--- src/rtl/riscv_pkg.sv ---
// Shared RV32 definitions used by the execute-stage blocks.
//   muldiv_op_e : RV32M funct3 encodings
//   ALU_*       : one-hot function selects for the alu
//   md_*        : operand-signedness helpers for the multiply/divide sequencer
package riscv_pkg;

    typedef enum logic [2:0] {
        MD_MUL    = 3'd0,
        MD_MULH   = 3'd1,
        MD_MULHSU = 3'd2,
        MD_MULHU  = 3'd3,
        MD_DIV    = 3'd4,
        MD_DIVU   = 3'd5,
        MD_REM    = 3'd6,
        MD_REMU   = 3'd7
    } muldiv_op_e;

    localparam logic [10:0] ALU_ADD  = 11'h001;
    localparam logic [10:0] ALU_SLL  = 11'h002;
    localparam logic [10:0] ALU_SLT  = 11'h004;
    localparam logic [10:0] ALU_SLTU = 11'h008;
    localparam logic [10:0] ALU_XOR  = 11'h010;
    localparam logic [10:0] ALU_SRL  = 11'h020;
    localparam logic [10:0] ALU_OR   = 11'h040;
    localparam logic [10:0] ALU_AND  = 11'h080;
    localparam logic [10:0] ALU_SUB  = 11'h100;
    localparam logic [10:0] ALU_SRA  = 11'h200;
    localparam logic [10:0] ALU_LUI  = 11'h400;

    // rs1 is taken as signed for every op whose result depends on its sign.
    // MUL is included: the low word is sign-agnostic, so this is harmless.
    function automatic logic md_rs1_signed(input muldiv_op_e op);
        return (op == MD_MUL) || (op == MD_MULH) || (op == MD_MULHSU) ||
               (op == MD_DIV) || (op == MD_REM);
    endfunction

    function automatic logic md_rs2_signed(input muldiv_op_e op);
        return (op == MD_MULH) || (op == MD_DIV) || (op == MD_REM);
    endfunction

endpackage

--- src/rtl/alu.sv ---
// One-hot RV32I ALU.
//   alu_fun : one-hot function select (ALU_* in riscv_pkg); all-zero gives 0
//   op_a    : first operand
//   op_b    : second operand (shift amount in the low bits for shifts)
//   result  : combinational result
module alu
    import riscv_pkg::*;
#(
    parameter int XLEN = 32
) (
    input  logic [10:0]     alu_fun,
    input  logic [XLEN-1:0] op_a,
    input  logic [XLEN-1:0] op_b,
    output logic [XLEN-1:0] result
);

    localparam int SW = $clog2(XLEN);

    logic [SW-1:0] shamt;
    assign shamt = op_b[SW-1:0];

    always_comb begin
        result = '0;
        case (alu_fun)
            ALU_ADD:  result = op_a + op_b;
            ALU_SUB:  result = op_a - op_b;
            ALU_SLL:  result = op_a << shamt;
            ALU_SRL:  result = op_a >> shamt;
            ALU_SRA:  result = $unsigned($signed(op_a) >>> shamt);
            ALU_SLT:  result = {{(XLEN-1){1'b0}}, $signed(op_a) < $signed(op_b)};
            ALU_SLTU: result = {{(XLEN-1){1'b0}}, op_a < op_b};
            ALU_XOR:  result = op_a ^ op_b;
            ALU_OR:   result = op_a | op_b;
            ALU_AND:  result = op_a & op_b;
            ALU_LUI:  result = op_b;
            default:  result = '0;
        endcase
    end

endmodule

--- src/rtl/muldiv_seq.sv ---
// Iterative RV32M multiply/divide sequencer with fixed latency.
//   clk_i    : rising-edge clock
//   rst_ni   : asynchronous active-low reset
//   start_i  : launch request, sampled in IDLE only
//   kill_i   : synchronous abort; wins over start_i in IDLE
//   op_i     : RV32M funct3
//   rs1_i    : dividend / multiplicand
//   rs2_i    : divisor / multiplier
//   busy_o   : high whenever not IDLE
//   done_o   : one-cycle pulse, result_o valid in that cycle
//   result_o : result register
//
// state  | meaning
// IDLE   | waiting for start_i
// PREP_A | register |rs1| (negate through the ALU when signed and negative)
// PREP_B | register |rs2|, initialise the accumulators
// ITER   | 32 shift-add or restoring shift-subtract steps
// FIX    | apply result sign / select high or low word into result_o
// DONE   | done_o pulse
module muldiv_seq
    import riscv_pkg::*;
#(
    parameter int XLEN = 32
) (
    input  logic            clk_i,
    input  logic            rst_ni,
    input  logic            start_i,
    input  logic            kill_i,
    input  logic [2:0]      op_i,
    input  logic [XLEN-1:0] rs1_i,
    input  logic [XLEN-1:0] rs2_i,
    output logic            busy_o,
    output logic            done_o,
    output logic [XLEN-1:0] result_o
);

    typedef enum logic [2:0] {
        IDLE   = 3'd0,
        PREP_A = 3'd1,
        PREP_B = 3'd2,
        ITER   = 3'd3,
        FIX    = 3'd4,
        DONE   = 3'd5
    } state_e;

    localparam logic [XLEN-1:0] INT_MIN = {1'b1, {(XLEN-1){1'b0}}};

    state_e          state_q, state_d;
    muldiv_op_e      op_q;
    muldiv_op_e      op_in;
    logic            sa_q, sb_q;
    logic [XLEN-1:0] a_q, b_q;
    // hi_q/lo_q hold {hi,lo} for multiply and {r,q} for divide.
    logic [XLEN-1:0] hi_q, lo_q;
    logic [XLEN-1:0] result_q;
    logic [4:0]      cnt_q;

    logic [10:0]     alu_fun;
    logic [XLEN-1:0] alu_a, alu_b, alu_res;

    logic            launch;
    logic            launch_special;
    logic [XLEN-1:0] special_res;
    logic            is_div_q;
    logic            fix_neg;
    logic            msb_a, msb_b, msb_s;
    logic            mul_carry, div_borrow;
    logic            div_top;
    logic [XLEN-1:0] div_rs;

    alu #(.XLEN(XLEN)) u_alu (
        .alu_fun (alu_fun),
        .op_a    (alu_a),
        .op_b    (alu_b),
        .result  (alu_res)
    );

    assign op_in    = muldiv_op_e'(op_i);
    assign launch   = (state_q == IDLE) && start_i && !kill_i;
    assign is_div_q = op_q[2];

    // Division special cases resolve at launch without iterating.
    always_comb begin
        launch_special = 1'b0;
        special_res    = '0;
        if (op_i[2] && (rs2_i == '0)) begin
            launch_special = 1'b1;
            special_res    = op_i[1] ? rs1_i : '1;
        end else if (((op_in == MD_DIV) || (op_in == MD_REM)) &&
                     (rs1_i == INT_MIN) && (rs2_i == '1)) begin
            launch_special = 1'b1;
            special_res    = op_i[1] ? '0 : INT_MIN;
        end
    end

    always_comb begin
        case (op_q)
            MD_MUL, MD_MULH, MD_DIV: fix_neg = sa_q ^ sb_q;
            MD_MULHSU, MD_REM:       fix_neg = sa_q;
            default:                 fix_neg = 1'b0;
        endcase
    end

    // Carry-out / borrow recovered from operand and result MSBs, so the
    // single ALU adder serves as the 33-bit accumulator.
    assign msb_a      = alu_a[XLEN-1];
    assign msb_b      = alu_b[XLEN-1];
    assign msb_s      = alu_res[XLEN-1];
    assign mul_carry  = (msb_a & msb_b) | ((msb_a ^ msb_b) & ~msb_s);
    assign div_borrow = (~msb_a & msb_b) | (~(msb_a ^ msb_b) & msb_s);
    assign div_top    = hi_q[XLEN-1];
    assign div_rs     = {hi_q[XLEN-2:0], lo_q[XLEN-1]};

    always_ff @(posedge clk_i or negedge rst_ni) begin
        if (!rst_ni) state_q <= IDLE;
        else         state_q <= state_d;
    end

    always_comb begin
        state_d = state_q;
        alu_fun = '0;
        alu_a   = '0;
        alu_b   = '0;
        case (state_q)
            IDLE: begin
                if (launch) state_d = launch_special ? DONE : PREP_A;
            end
            PREP_A: begin
                alu_fun = sa_q ? ALU_SUB : ALU_ADD;
                alu_b   = a_q;
                state_d = PREP_B;
            end
            PREP_B: begin
                alu_fun = sb_q ? ALU_SUB : ALU_ADD;
                alu_b   = b_q;
                state_d = ITER;
            end
            ITER: begin
                if (is_div_q) begin
                    alu_fun = ALU_SUB;
                    alu_a   = div_rs;
                    alu_b   = b_q;
                end else begin
                    alu_fun = ALU_ADD;
                    alu_a   = hi_q;
                    alu_b   = lo_q[0] ? a_q : '0;
                end
                if (cnt_q == 5'd31) state_d = FIX;
            end
            FIX: begin
                case (op_q)
                    MD_MUL, MD_DIV, MD_DIVU: begin
                        alu_fun = fix_neg ? ALU_SUB : ALU_ADD;
                        alu_b   = lo_q;
                    end
                    MD_MULH, MD_MULHSU: begin
                        alu_fun = ALU_ADD;
                        if (fix_neg) begin
                            // Two's-complement high word: ~hi plus carry out of -lo.
                            alu_a = ~hi_q;
                            alu_b = {{(XLEN-1){1'b0}}, lo_q == '0};
                        end else begin
                            alu_a = hi_q;
                        end
                    end
                    MD_MULHU: begin
                        alu_fun = ALU_ADD;
                        alu_a   = hi_q;
                    end
                    default: begin
                        alu_fun = fix_neg ? ALU_SUB : ALU_ADD;
                        alu_b   = hi_q;
                    end
                endcase
                state_d = DONE;
            end
            DONE: state_d = IDLE;
            default: state_d = IDLE;
        endcase
        if (kill_i && (state_q != IDLE)) state_d = IDLE;
    end

    always_ff @(posedge clk_i or negedge rst_ni) begin
        if (!rst_ni) begin
            op_q     <= MD_MUL;
            sa_q     <= 1'b0;
            sb_q     <= 1'b0;
            a_q      <= '0;
            b_q      <= '0;
            hi_q     <= '0;
            lo_q     <= '0;
            cnt_q    <= '0;
            result_q <= '0;
        end else begin
            case (state_q)
                IDLE: begin
                    if (launch) begin
                        op_q  <= op_in;
                        a_q   <= rs1_i;
                        b_q   <= rs2_i;
                        sa_q  <= md_rs1_signed(op_in) & rs1_i[XLEN-1];
                        sb_q  <= md_rs2_signed(op_in) & rs2_i[XLEN-1];
                        cnt_q <= '0;
                        if (launch_special) result_q <= special_res;
                    end
                end
                PREP_A: a_q <= alu_res;
                PREP_B: begin
                    b_q   <= alu_res;
                    hi_q  <= '0;
                    lo_q  <= is_div_q ? a_q : alu_res;
                    cnt_q <= '0;
                end
                ITER: begin
                    cnt_q <= cnt_q + 5'd1;
                    if (!is_div_q) begin
                        hi_q <= {mul_carry, alu_res[XLEN-1:1]};
                        lo_q <= {alu_res[0], lo_q[XLEN-1:1]};
                    end else if (div_top || !div_borrow) begin
                        hi_q <= alu_res;
                        lo_q <= {lo_q[XLEN-2:0], 1'b1};
                    end else begin
                        hi_q <= div_rs;
                        lo_q <= {lo_q[XLEN-2:0], 1'b0};
                    end
                end
                FIX: begin
                    if (!kill_i) result_q <= alu_res;
                end
                default: ;
            endcase
        end
    end

    assign busy_o   = (state_q != IDLE);
    assign done_o   = (state_q == DONE) && !kill_i;
    assign result_o = result_q;

    a_alu_fun_onehot0: assert property (@(posedge clk_i) disable iff (!rst_ni) $onehot0(alu_fun));

endmodule

--- config.mk ---
export PLATFORM = sky130hd
export DESIGN_NAME = muldiv_seq
export DESIGN_NICKNAME = d
export VERILOG_FILES = /design/src/rtl/riscv_pkg.sv /design/src/rtl/alu.sv /design/src/rtl/muldiv_seq.sv
export SDC_FILE = /design/constraint.sdc
export NUM_CORES = 1
export LEC_CHECK = 0
export BUFFER_PORTS_ARGS = -buffer_cell sky130_fd_sc_hd__buf_2
export CORE_UTILIZATION = 24
export DETAILED_ROUTE_END_ITERATION = 8
export PLACE_DENSITY = 0.36
export REMOVE_ABC_BUFFERS = 1
export SETUP_SLACK_MARGIN = 0.05
export SYNTH_ARGS = -nofsm -noshare
export SYNTH_HDL_FRONTEND = slang
export SYNTH_SLANG_ARGS = --single-unit
--- constraint.sdc ---
create_clock -name clk_i -period 8.85 [get_ports clk_i]
set_input_delay 1.77 -clock clk_i [delete_from_list [all_inputs] [get_ports clk_i]]
set_output_delay 1.77 -clock clk_i [all_outputs]
set_load 0.02 [all_outputs]
After elaboration in Yosys (flattened, before gate mapping)
Index checks and enable logic that the tools add are counted.
Widths: inputs -> output; s select.
{ "word_totals": {"word_cells": 153, "output_inout_bits": 34, "register_bits": 173} }
{ "op_classes": {"reduce_logical": 39, "bitwise_logic": 17, "muxes": 45, "n_shift": 3, "eq_ne": 34, "n_addsub": 3, "order_cmp": 2} }
{ "op_table": {"columns": ["operator", "count"], "rows": [
  ["$mux 32", 17],
  ["$pmux 32 s2", 7],
  ["$pmux 32 s11", 1],
  ["$pmux 32 s4", 1],
  ["$pmux 32 s3", 1],
  ["$eq 32x32->1 const B", 2],
  ["$logic_not 32->1", 2],
  ["$lt 32x32->1", 2],
  ["$mux 9", 5],
  ["$pmux 9 s4", 1],
  ["$add 32x32->32", 1],
  ["$and 32x32->32", 1],
  ["$not 32->32", 1],
  ["$or 32x32->32", 1],
  ["$shl 32x5->32", 1],
  ["$shr 32x5->32", 1],
  ["$sshr 32x5->32", 1],
  ["$sub 32x32->32", 1],
  ["$xor 32x32->32", 1],
  ["$eq 3x3->1 const B", 7],
  ["$eq 3x2->1 const B", 5],
  ["$pmux 3 s5", 1],
  ["$pmux 5 s3", 1],
  ["$mux 3", 4],
  ["other kinds (34)", 77]
]} }

Depth between registers and ports, before layout
Gate-level depths: netlist of run 1.
{ "logic_depth": {"word_depth": 15, "depth_mapped": 30, "depth_no_buf": 24} }

Hierarchy
A second synthesis of run 1 with hierarchy kept.
{ "unflattened": {"cells_unflattened": 2600, "area_unflattened_um2": 19987.9} }
{ "modules_own_cells": {"columns": ["mod", "n_inst", "cells_each", "area_per_inst_um2"], "rows": [
  ["muldiv_seq", 1, 1225, 10811.6],
  ["alu", 1, 1375, 9176.3]
]} }

Worst setup path after synthesis of run 1
OpenSTA, ideal clock, no wires.
{ "synth_timing": {"path_kind": "reg-to-reg", "startpoint": "register state_q[0]", "endpoint": "register hi_q[6]", "arrival_ns": 6.085, "required_ns": 8.755, "period_less_slack_ns": 6.180, "setup_slack_ns": 2.670, "stages_incl_launch_ff": 27, "cell_sequence": "dfrtp_1 > buf_2 > nor3b_2 > clkbuf_1 > clkbuf_1 > clkbuf_1 > buf_1 > nand2_1 > nand2_1 > ha_1 > clkbuf_1 > clkbuf_1 > a31oi_1 > xor2_1 > ha_1 > a21o_1 > a21o_1 > or3_1 > o32a_1 > a21oi_1 > o31ai_1 > or4b_2 > o311a_1 > buf_6 > buf_8 > and3_1 > o31ai_1"} }
{ "synth_between": {"elab_chain_cells": 11} }
{ "synth_lines": {"columns": ["item", "line_no", "source"], "rows": [
  ["start, declared", "muldiv_seq.sv:48", "state_e state_q, state_d;"],
  ["start signal, assigned", "muldiv_seq.sv:116", "else state_q <= state_d;"],
  ["$eq 3x3->1, or another cell as far along", "muldiv_seq.sv:124", "case (state_q)"],
  ["$pmux 32 s4, or another cell as far along", "muldiv_seq.sv:124", null],
  ["$sub 32x32->32, or another cell as far along", "alu.sv:26", "ALU_SUB: result = op_a - op_b;"],
  ["$pmux 32 s11 / $not 1->1 (equally long branches)", "alu.sv:24, muldiv_seq.sv:110", null],
  ["$and 1x1->1", "muldiv_seq.sv:110", "assign div_borrow = (~msb_a & msb_b) | (~(msb_a ^ msb_b) & msb_s);"],
  ["$or 1x1->1", "muldiv_seq.sv:110", null],
  ["$logic_not 1->1", "muldiv_seq.sv:219", "end else if (div_top || !div_borrow) begin"],
  ["$logic_or 1x1->1", "muldiv_seq.sv:219", null],
  ["$mux 32", "muldiv_seq.sv:219", null],
  ["$mux 32", "muldiv_seq.sv:216", "if (!is_div_q) begin"],
  ["$pmux 32 s2", "muldiv_seq.sv:195", "case (state_q)"],
  ["end signal, assigned", "muldiv_seq.sv:217", "hi_q <= {mul_carry, alu_res[XLEN-1:1]};"],
  ["end signal, assigned", "muldiv_seq.sv:220", "hi_q <= alu_res;"],
  ["end signal, assigned", "muldiv_seq.sv:223", "hi_q <= div_rs;"],
  ["end, declared", "muldiv_seq.sv:54", "logic [XLEN-1:0] hi_q, lo_q;"]
]} }
Parallel ways exist; a longest one is shown, timed or not.
A chain may end at the register's enable or synchronous reset.

Worst setup path after layout of run 1
{ "layout_timing": {"startpoint": "register state_q[1]", "endpoint": "register hi_q[13]"} }
The elaborated chain is that of the path after synthesis.

==> results by group, run 1 <==
Timing
  – Setup ws final: 1.42 ns
  – Worst-Margin Slew: 1.16 ns
  – Max Freq: 0.135 GHz
  – Skew final: 0.0241 ns
  – RSZ-0062 raised after global routing: false
  – Final setup vio count: 0
  – Final Max Tran Viols: 0
  – Fin crit share: 84.0%
  – Setup TNS: 0 ns
  – Final Critical Period: 7.43 ns
  – Slew HR: 22.8%
  – Hold Fails Final Rpt: 0

Clocking
  – Clock-pin slew on the worst setup and hold paths: 0.07 ns
  – CTS tree: built
  – Hold_buf cts: 0
  – CTS Root Cell: clkbuf_16
  – CTS Buffer Depth: 2
  – CTS resizes: 0
  – CTS buffer count: 17
  – Setup bufs post-CTS: 0
  – H-tree depth: 4
  – Clock sinks: 173
  – Clock Latency Late Sink: 0.51 ns

Floorplan
  – Die area: 0.0557 mm²
  – Die width: 236 µm
  – Core area: 0.0539 mm²
  – IO Pins: 105
  – Die H: 236 µm
  – # rows: 85
  – Initial core utilization: 24.4%

Placed design
  – I/O Buffers: 104
  – HPWL Detailed: 42.7 mm
  – Worst slack, placed: 1.46 ns
  – RD Place Congestion: 0.901

Drt
  – Drt initial violations: 1141
  – WL/cell: 26.7 µm
  – DRC: 0
  – Via Count: 12800
  – Antenna-violating nets left: 0
  – Drt total wl: 61.3 mm
  – Iteration count of the initial detailed-routing pass: 6
  – Vias/cell: 5.56

Synthesis
  – EDFF count, synth: 0
  – Cells after synthesis: 1557
  – Synth Register Bits: 173
  – Synth top area share: 33.0%
  – Syn. warnings: 0
  – Yosys top cell by area: dfrtp_1
  – Top cells by area in the synthesized netlist: dfrtp_1, nand2_1, mux2i_1
  – Register area share after synthesis: 33.0%
  – Syn avg cell area: 8.44 µm²
  – Post-synth ARST share: 100%
  – Synth unique cells: 74
  – Main synth FF type: dfrtp_1
  – Mapped cell area: 0.0131 mm²

Global routing
  – Vias in the first global route: 12400
  – Grt met2 use: 35.8%
  – Grt met3 use: 3.74%
  – Busiest metal layer after global routing: met2
  – Antenna violations before repair: 1
  – Met1 usage in global routing: 30.3%
  – First-pass GRT wire length: 89.9 mm
  – Largest net degree at the start of global routing: 73
  – Gr usage total: 22.2%
  – GRT overflow: 0

Worst setup path
  – Crit Path Max Fanout: 36
  – Worst R2R Start: state_q[1]$_DFFE_PN0P_
  – Flop-to-flop setup slack: 1.42 ns
  – Reg2reg end: hi_q[13]$_DFFE_PN0P_
  – R2r worst-path depth: 24
  – CP startpoint kind: flip-flop
  – Crit Path Class: flip-flop to flip-flop
  – Worst EP required: 9.24 ns
  – CP arrival: 7.82 ns
  – Crit end category: flip-flop

Power
  – Pwr/cell area: 248 mW/mm²
  – Max VDD drop: 0.177 mV
  – Leakage: 0.00627 µW

Hold path
  – HP Start: result_o[13]$_DFFE_PN0P_
  – Hold path cells: 1
  – Sink of the worst hold path: result_o[13]$_DFFE_PN0P_
  – Hold crit path type: flip-flop to flip-flop

Final layout
  – Most frequent cells in the layout: nand2_1, dfrtp_1, o21ai_0
  – Most common cell after layout, fill and taps aside: nand2_1
  – Final #Nets: 1697
  – Fill cells: 5801
  – Layout area overhead: 13.6%
  – Share of layout cells above drive strength 1: 14.3%

Flow run
  – Max-Cap Viols: 0

Run status
  – Outcome: complete, no violations
-- routing by layer --
layer | share of wire (%) | vias up
li1 | - | 5881
met1 | 46 | 6437
met2 | 47 | 378
met3 | 4.8 | 61
met4 | 2.1 | 0
met5 | 0 | -
-- synthesized netlist by cell type, drive strengths merged, types with 5 or more instances --
cell type,number
and3,12
a21o,21
nor4,28
a222oi,20
and2,29
inv,36
dfrtp,173
nand2,189
o211ai,6
xnor2,25
nand3,38
nand4,22
or3,10
mux4,19
nor2b,7
a22o,7
o21a,11
clkbuf,105
o31ai,6
a32o,25
a211oi,15
o221ai,16
a221o,34
a21oi,94
o21ai,118
mux2i,58
a22oi,50
nand2b,50
a31oi,39
xor2,32
ha,37
nor3,21
nor2,118
o22ai,5
mux2,8
a221oi,6
buf,23
-- cells by family (layout without fill, tap and decap cells) --
kind of cell               count (synthesis)  count (layout)  synth area share (%)
muxes                                     85              85                  8.36
adders and majority gates                 38              38                  3.68
AOI/OAI and AO/OA                        498             498                  26.1
and+or+nand+nor                          542             542                  20.0
DFF                                      173             173                  33.0
other                                      0               1                     0
xor gates and xnor gates                  57              57                  3.80
buffers and inverters                    164             206                  5.15
-- power by group --
group / leakage, µW / internal (µW) / switching (µW)
logic: 0.00377 / 630 / 988
registers: 0.00223 / 982 / 276
clock network: 0.000273 / 438 / 384
-- state kept, by name, indices dropped and copies added (netlist names), 3 cells and up --
name,flops
cnt_q,5
result_o,32
b_q,32
lo_q,32
a_q,32
state_q,3
op_q,3
hi_q,32
-- critical path, stage by stage, from the launching register on --
cell     delay, ns
dfrtp_1       0.48
buf_4         0.23
nor3b_4       0.48
buf_4         0.44
nand2_1       0.18
or4_1         0.55
and3_1        0.25
ha_1          0.24
and3_1        0.20
and2_1        0.21
and2_1        0.23
a41oi_1       0.21
xor2_1        0.10
ha_1          0.44
a21o_1        0.20
a21o_1        0.16
a21oi_1       0.13
o21ai_0       0.09
a21oi_1       0.40
o31ai_1       0.19
or4b_2        0.62
o311a_2       0.35
buf_4         0.32
mux2i_1       0.20
a221o_1       0.34
-- stage by stage --
stage          cell area (µm²)  total power, µW  util [%]  hold WS, ns  cells
5_1_grt                  14900             3930      27.7        0.521   2295
3_3_place_gp             14400             2880      26.6        0.476   2265
6_report                 14900             3700      27.7        0.494   2296
4_1_cts                  14900             3730      27.7        0.507   2295
2_1_floorplan            12600             2260         -        0.473   1429
3_5_place_dp             14400             2880      26.6        0.483   2265
-- how the worst max path moves through the flow --
stage                                 from                  endpoint  slack (ns)  cells past startpoint
floorplan                         rs1_i[2]  result_o[13]$_DFFE_PN0P_        0.04                      7
global placement    state_q[1]$_DFFE_PN0P_      hi_q[13]$_DFFE_PN0P_        1.69                     24
detailed placement  state_q[1]$_DFFE_PN0P_      hi_q[13]$_DFFE_PN0P_        1.46                     24
CTS                 state_q[1]$_DFFE_PN0P_      hi_q[13]$_DFFE_PN0P_        1.42                     24
global route        state_q[1]$_DFFE_PN0P_      hi_q[29]$_DFFE_PN0P_        0.99                     24
finish              state_q[1]$_DFFE_PN0P_      hi_q[13]$_DFFE_PN0P_        1.42                     24
-- layout make-up --
cell class | count | area [µm²] | share of cell area, %
clock buffers | 18 | 429 | 2.87
repair buffers | 140 | 800 | 5.35
inverters | 36 | 135 | 0.905
diodes | 1 | 2.50 | 0.0168
clock inverters | 12 | 149 | 0.997
flip-flops and latches | 173 | 4330 | 29.0
multi-input cells | 1220 | 8210 | 55.0
well taps | 696 | 871 | 5.83
Power figures use the tool's default switching activity.
==> inputs of run 2 (changes only) <==
- clock period: 8.85 -> 7.4 ns (I/O delays scaled with it)
==> run 2 against run 1 <==
  * Combinational power grew 24%
  * Wire length is 3.1% higher
  * Setup slack got worse by 1.1 ns
  * Final cell count rose by 1.0%
  * Clock-buffer cell count rose by 1
  * Register-to-register slack got worse by 1.1 ns
  * Global-route usage grew 0.66 points
  * Largest power group unchanged
==> results by group, run 2 (synthesized netlist as in run 1, its figures left out) <==
Timing
  – Final Critical Period: 7.10 ns (was 7.43 ns)
  – Worst-Margin Slew: 1.02 ns (was 1.16 ns)
  – RSZ-0062 raised after global routing: false (unchanged)
  – Max Freq: 0.141 GHz (was 0.135 GHz)
  – Final Max Tran Viols: 0 (unchanged)
  – Skew final: 0.0162 ns (was 0.0241 ns)
  – Hold WS: 0.490 ns (was 0.494 ns)
  – Setup ws final: 0.299 ns (was 1.42 ns)
  – Hold Fails Final Rpt: 0 (unchanged)
  – Slew HR: 31.7% (was 22.8%)
  – Final setup vio count: 0 (unchanged)
  – Fin crit share: 96.0% (was 84.0%)

Clocking
  – CTS tree: built (unchanged)
  – Clock Latency Late Sink: 0.51 ns (about the same)
  – CTS buffer count: 17 (unchanged)
  – CTS Root Cell: clkbuf_16 (unchanged)
  – CTS Buffer Depth: 2 (unchanged)
  – Clock sinks: 173 (unchanged)
  – Hold_buf cts: 0 (unchanged)
  – Clock-pin slew on the worst setup and hold paths: 0.08 ns (was 0.07 ns)
  – H-tree depth: 4 (unchanged)

Worst setup path
  – Worst R2R Start: state_q[1]$_DFFE_PN0P_ (unchanged)
  – CP arrival: 7.53 ns (was 7.82 ns)
  – Crit Path Max Fanout: 30 (was 36)
  – Crit end category: flip-flop (unchanged)
  – Reg2reg end: hi_q[9]$_DFFE_PN0P_ (was hi_q[13]$_DFFE_PN0P_)
  – Crit Path Class: flip-flop to flip-flop (unchanged)
  – R2r worst-path depth: 23 (was 24)
  – Worst EP required: 7.83 ns (was 9.24 ns)
  – CP startpoint kind: flip-flop (unchanged)
  – Flop-to-flop setup slack: 0.30 ns (was 1.42 ns)

Final layout
  – Final #Nets: 1719 (was 1697)
  – Share of layout cells above drive strength 1: 15.7% (was 14.3%)
  – Most frequent cells in the layout: nand2_1, dfrtp_1, o21ai_0 (unchanged)
  – Layout area overhead: 15.2% (was 13.6%)
  – Fill cells: 5788 (was 5801)
  – Antenna Cells: 0 (was 1)
  – Most common cell after layout, fill and taps aside: nand2_1 (unchanged)

Floorplan
  – Core area: 0.0539 mm² (unchanged)
  – Initial core utilization: 24.4% (unchanged)
  – IO Pins: 105 (unchanged)
  – Die area: 0.0557 mm² (unchanged)
  – Die width: 236 µm (unchanged)
  – # rows: 85 (unchanged)
  – Die H: 236 µm (unchanged)

Drt
  – Drt total wl: 63.2 mm (was 61.3 mm)
  – Via Count: 13100 (was 12800)
  – DRC: 0 (unchanged)
  – Drt initial violations: 1178 (was 1141)
  – Iteration count of the initial detailed-routing pass: 6 (unchanged)
  – WL/cell: 27.2 µm (was 26.7 µm)
  – Antenna-violating nets left: 0 (unchanged)
  – Vias/cell: 5.63 (was 5.56)

Global routing
  – Gr usage total: 22.9% (was 22.2%)
  – Vias in the first global route: 13000 (was 12400)
  – GRT overflow: 0 (unchanged)
  – First-pass GRT wire length: 92.6 mm (was 89.9 mm)
  – Largest net degree at the start of global routing: 73 (unchanged)
  – Antenna violations before repair: 0 (was 1)

Power
  – Leakage: 0.00641 µW (was 0.00627 µW)
  – Pwr/cell area: 294 mW/mm² (was 248 mW/mm²)
  – Max VDD drop: 0.229 mV (was 0.177 mV)

Placed design
  – I/O Buffers: 104 (unchanged)
  – RD Place Congestion: 0.867 (was 0.901)
  – Worst slack, placed: 0.155 ns (was 1.46 ns)
  – HPWL Detailed: 44.7 mm (was 42.7 mm)

Hold path
  – HP Start: result_o[13]$_DFFE_PN0P_ (unchanged)
  – Sink of the worst hold path: result_o[13]$_DFFE_PN0P_ (unchanged)
  – Hold crit path type: flip-flop to flip-flop (unchanged)
  – Hold path cells: 1 (unchanged)

Run status
  – Outcome: complete, no violations (unchanged)

Flow run
  – Max-Cap Viols: 0 (unchanged)
-- run 2: changes by cell type in the layout (fill, tap and decap cells not counted), moves of 3 or more --
cell and delta:
buf_4 +21, clkinv_4 +3, clkinvlp_4 -3, inv_6 +3
-- run 2: worst max path at each step --
stage,from,end,slack [ns],depth (start not counted)
2_1_floorplan,state_q[1]$_DFFE_PN0P_,hi_q[13]$_DFFE_PN0P_,-1.41,18
3_3_place_gp,state_q[1]$_DFFE_PN0P_,hi_q[6]$_DFFE_PN0P_,0.05,22
3_5_place_dp,state_q[1]$_DFFE_PN0P_,hi_q[9]$_DFFE_PN0P_,0.15,22
4_1_cts,state_q[1]$_DFFE_PN0P_,hi_q[9]$_DFFE_PN0P_,0.11,22
5_1_grt,op_q[1]$_DFFE_PN0P_,hi_q[30]$_DFFE_PN0P_,0.07,24
6_report,state_q[1]$_DFFE_PN0P_,hi_q[9]$_DFFE_PN0P_,0.30,23
-- run 2: power by group --
group | switching, µW | internal [µW] | total [µW]
logic | 1220 | 789 | 2010
registers | 302 | 1170 | 1480
clock network | 473 | 489 | 962
total | 2000 | 2450 | 4450
-- run 2: per-stage QoR --
stage / power, µW / setup TNS, ns / utilization [%] / instance area, µm² / cells
floorplan: 2700 / -81.57 / - / 12600 / 1429
global placement: 3480 / 0 / 26.9 / 14500 / 2281
detailed placement: 3470 / 0 / 26.9 / 14500 / 2281
CTS: 4470 / 0 / 28.0 / 15100 / 2313
global route: 4720 / 0 / 28.1 / 15100 / 2319
finish: 4450 / 0 / 28.1 / 15100 / 2319
-- run 2: final cells by class --
cell class	count	area [µm²]	share of cell area, %
multi-input combinational	1220	8240	54.4
tap	696	871	5.75
clock buffer	19	453	2.99
sequential	173	4330	28.6
timing repair buffer	162	977	6.45
inverter	36	135	0.893
clock inverter	13	131	0.868
-- run 2: timing repair --
item                                    CTS  global route
setup buffers                             0             6
endpoints found under the setup margin    0            32
resized for setup                         0             3
-- run 2: per-layer routing --
metal	vias up	routed length (µm)	global-route usage (%)
met4	0	1740	8.42
met1	6614	28900	31.3
met3	76	3380	3.58
li1	5944	-	-
met5	-	0	0
met2	416	29200	36.3
-- run 2: critical path, stage by stage, from the launching register on --
cell	delay [ns]
dfrtp_1	0.77
nor3b_4	0.11
buf_4	0.34
a222oi_1	0.78
nand4_1	0.24
or3_1	0.46
inv_1	0.08
and2_1	0.26
inv_1	0.09
nor2_2	0.26
a21oi_1	0.12
xor2_1	0.18
ha_1	0.41
a21o_1	0.21
a21oi_1	0.25
o21ai_0	0.11
a21o_1	0.19
a21oi_1	0.16
o31ai_1	0.13
or4b_2	0.65
o311a_4	0.48
buf_4	0.28
mux2_2	0.29
o21ai_0	0.14
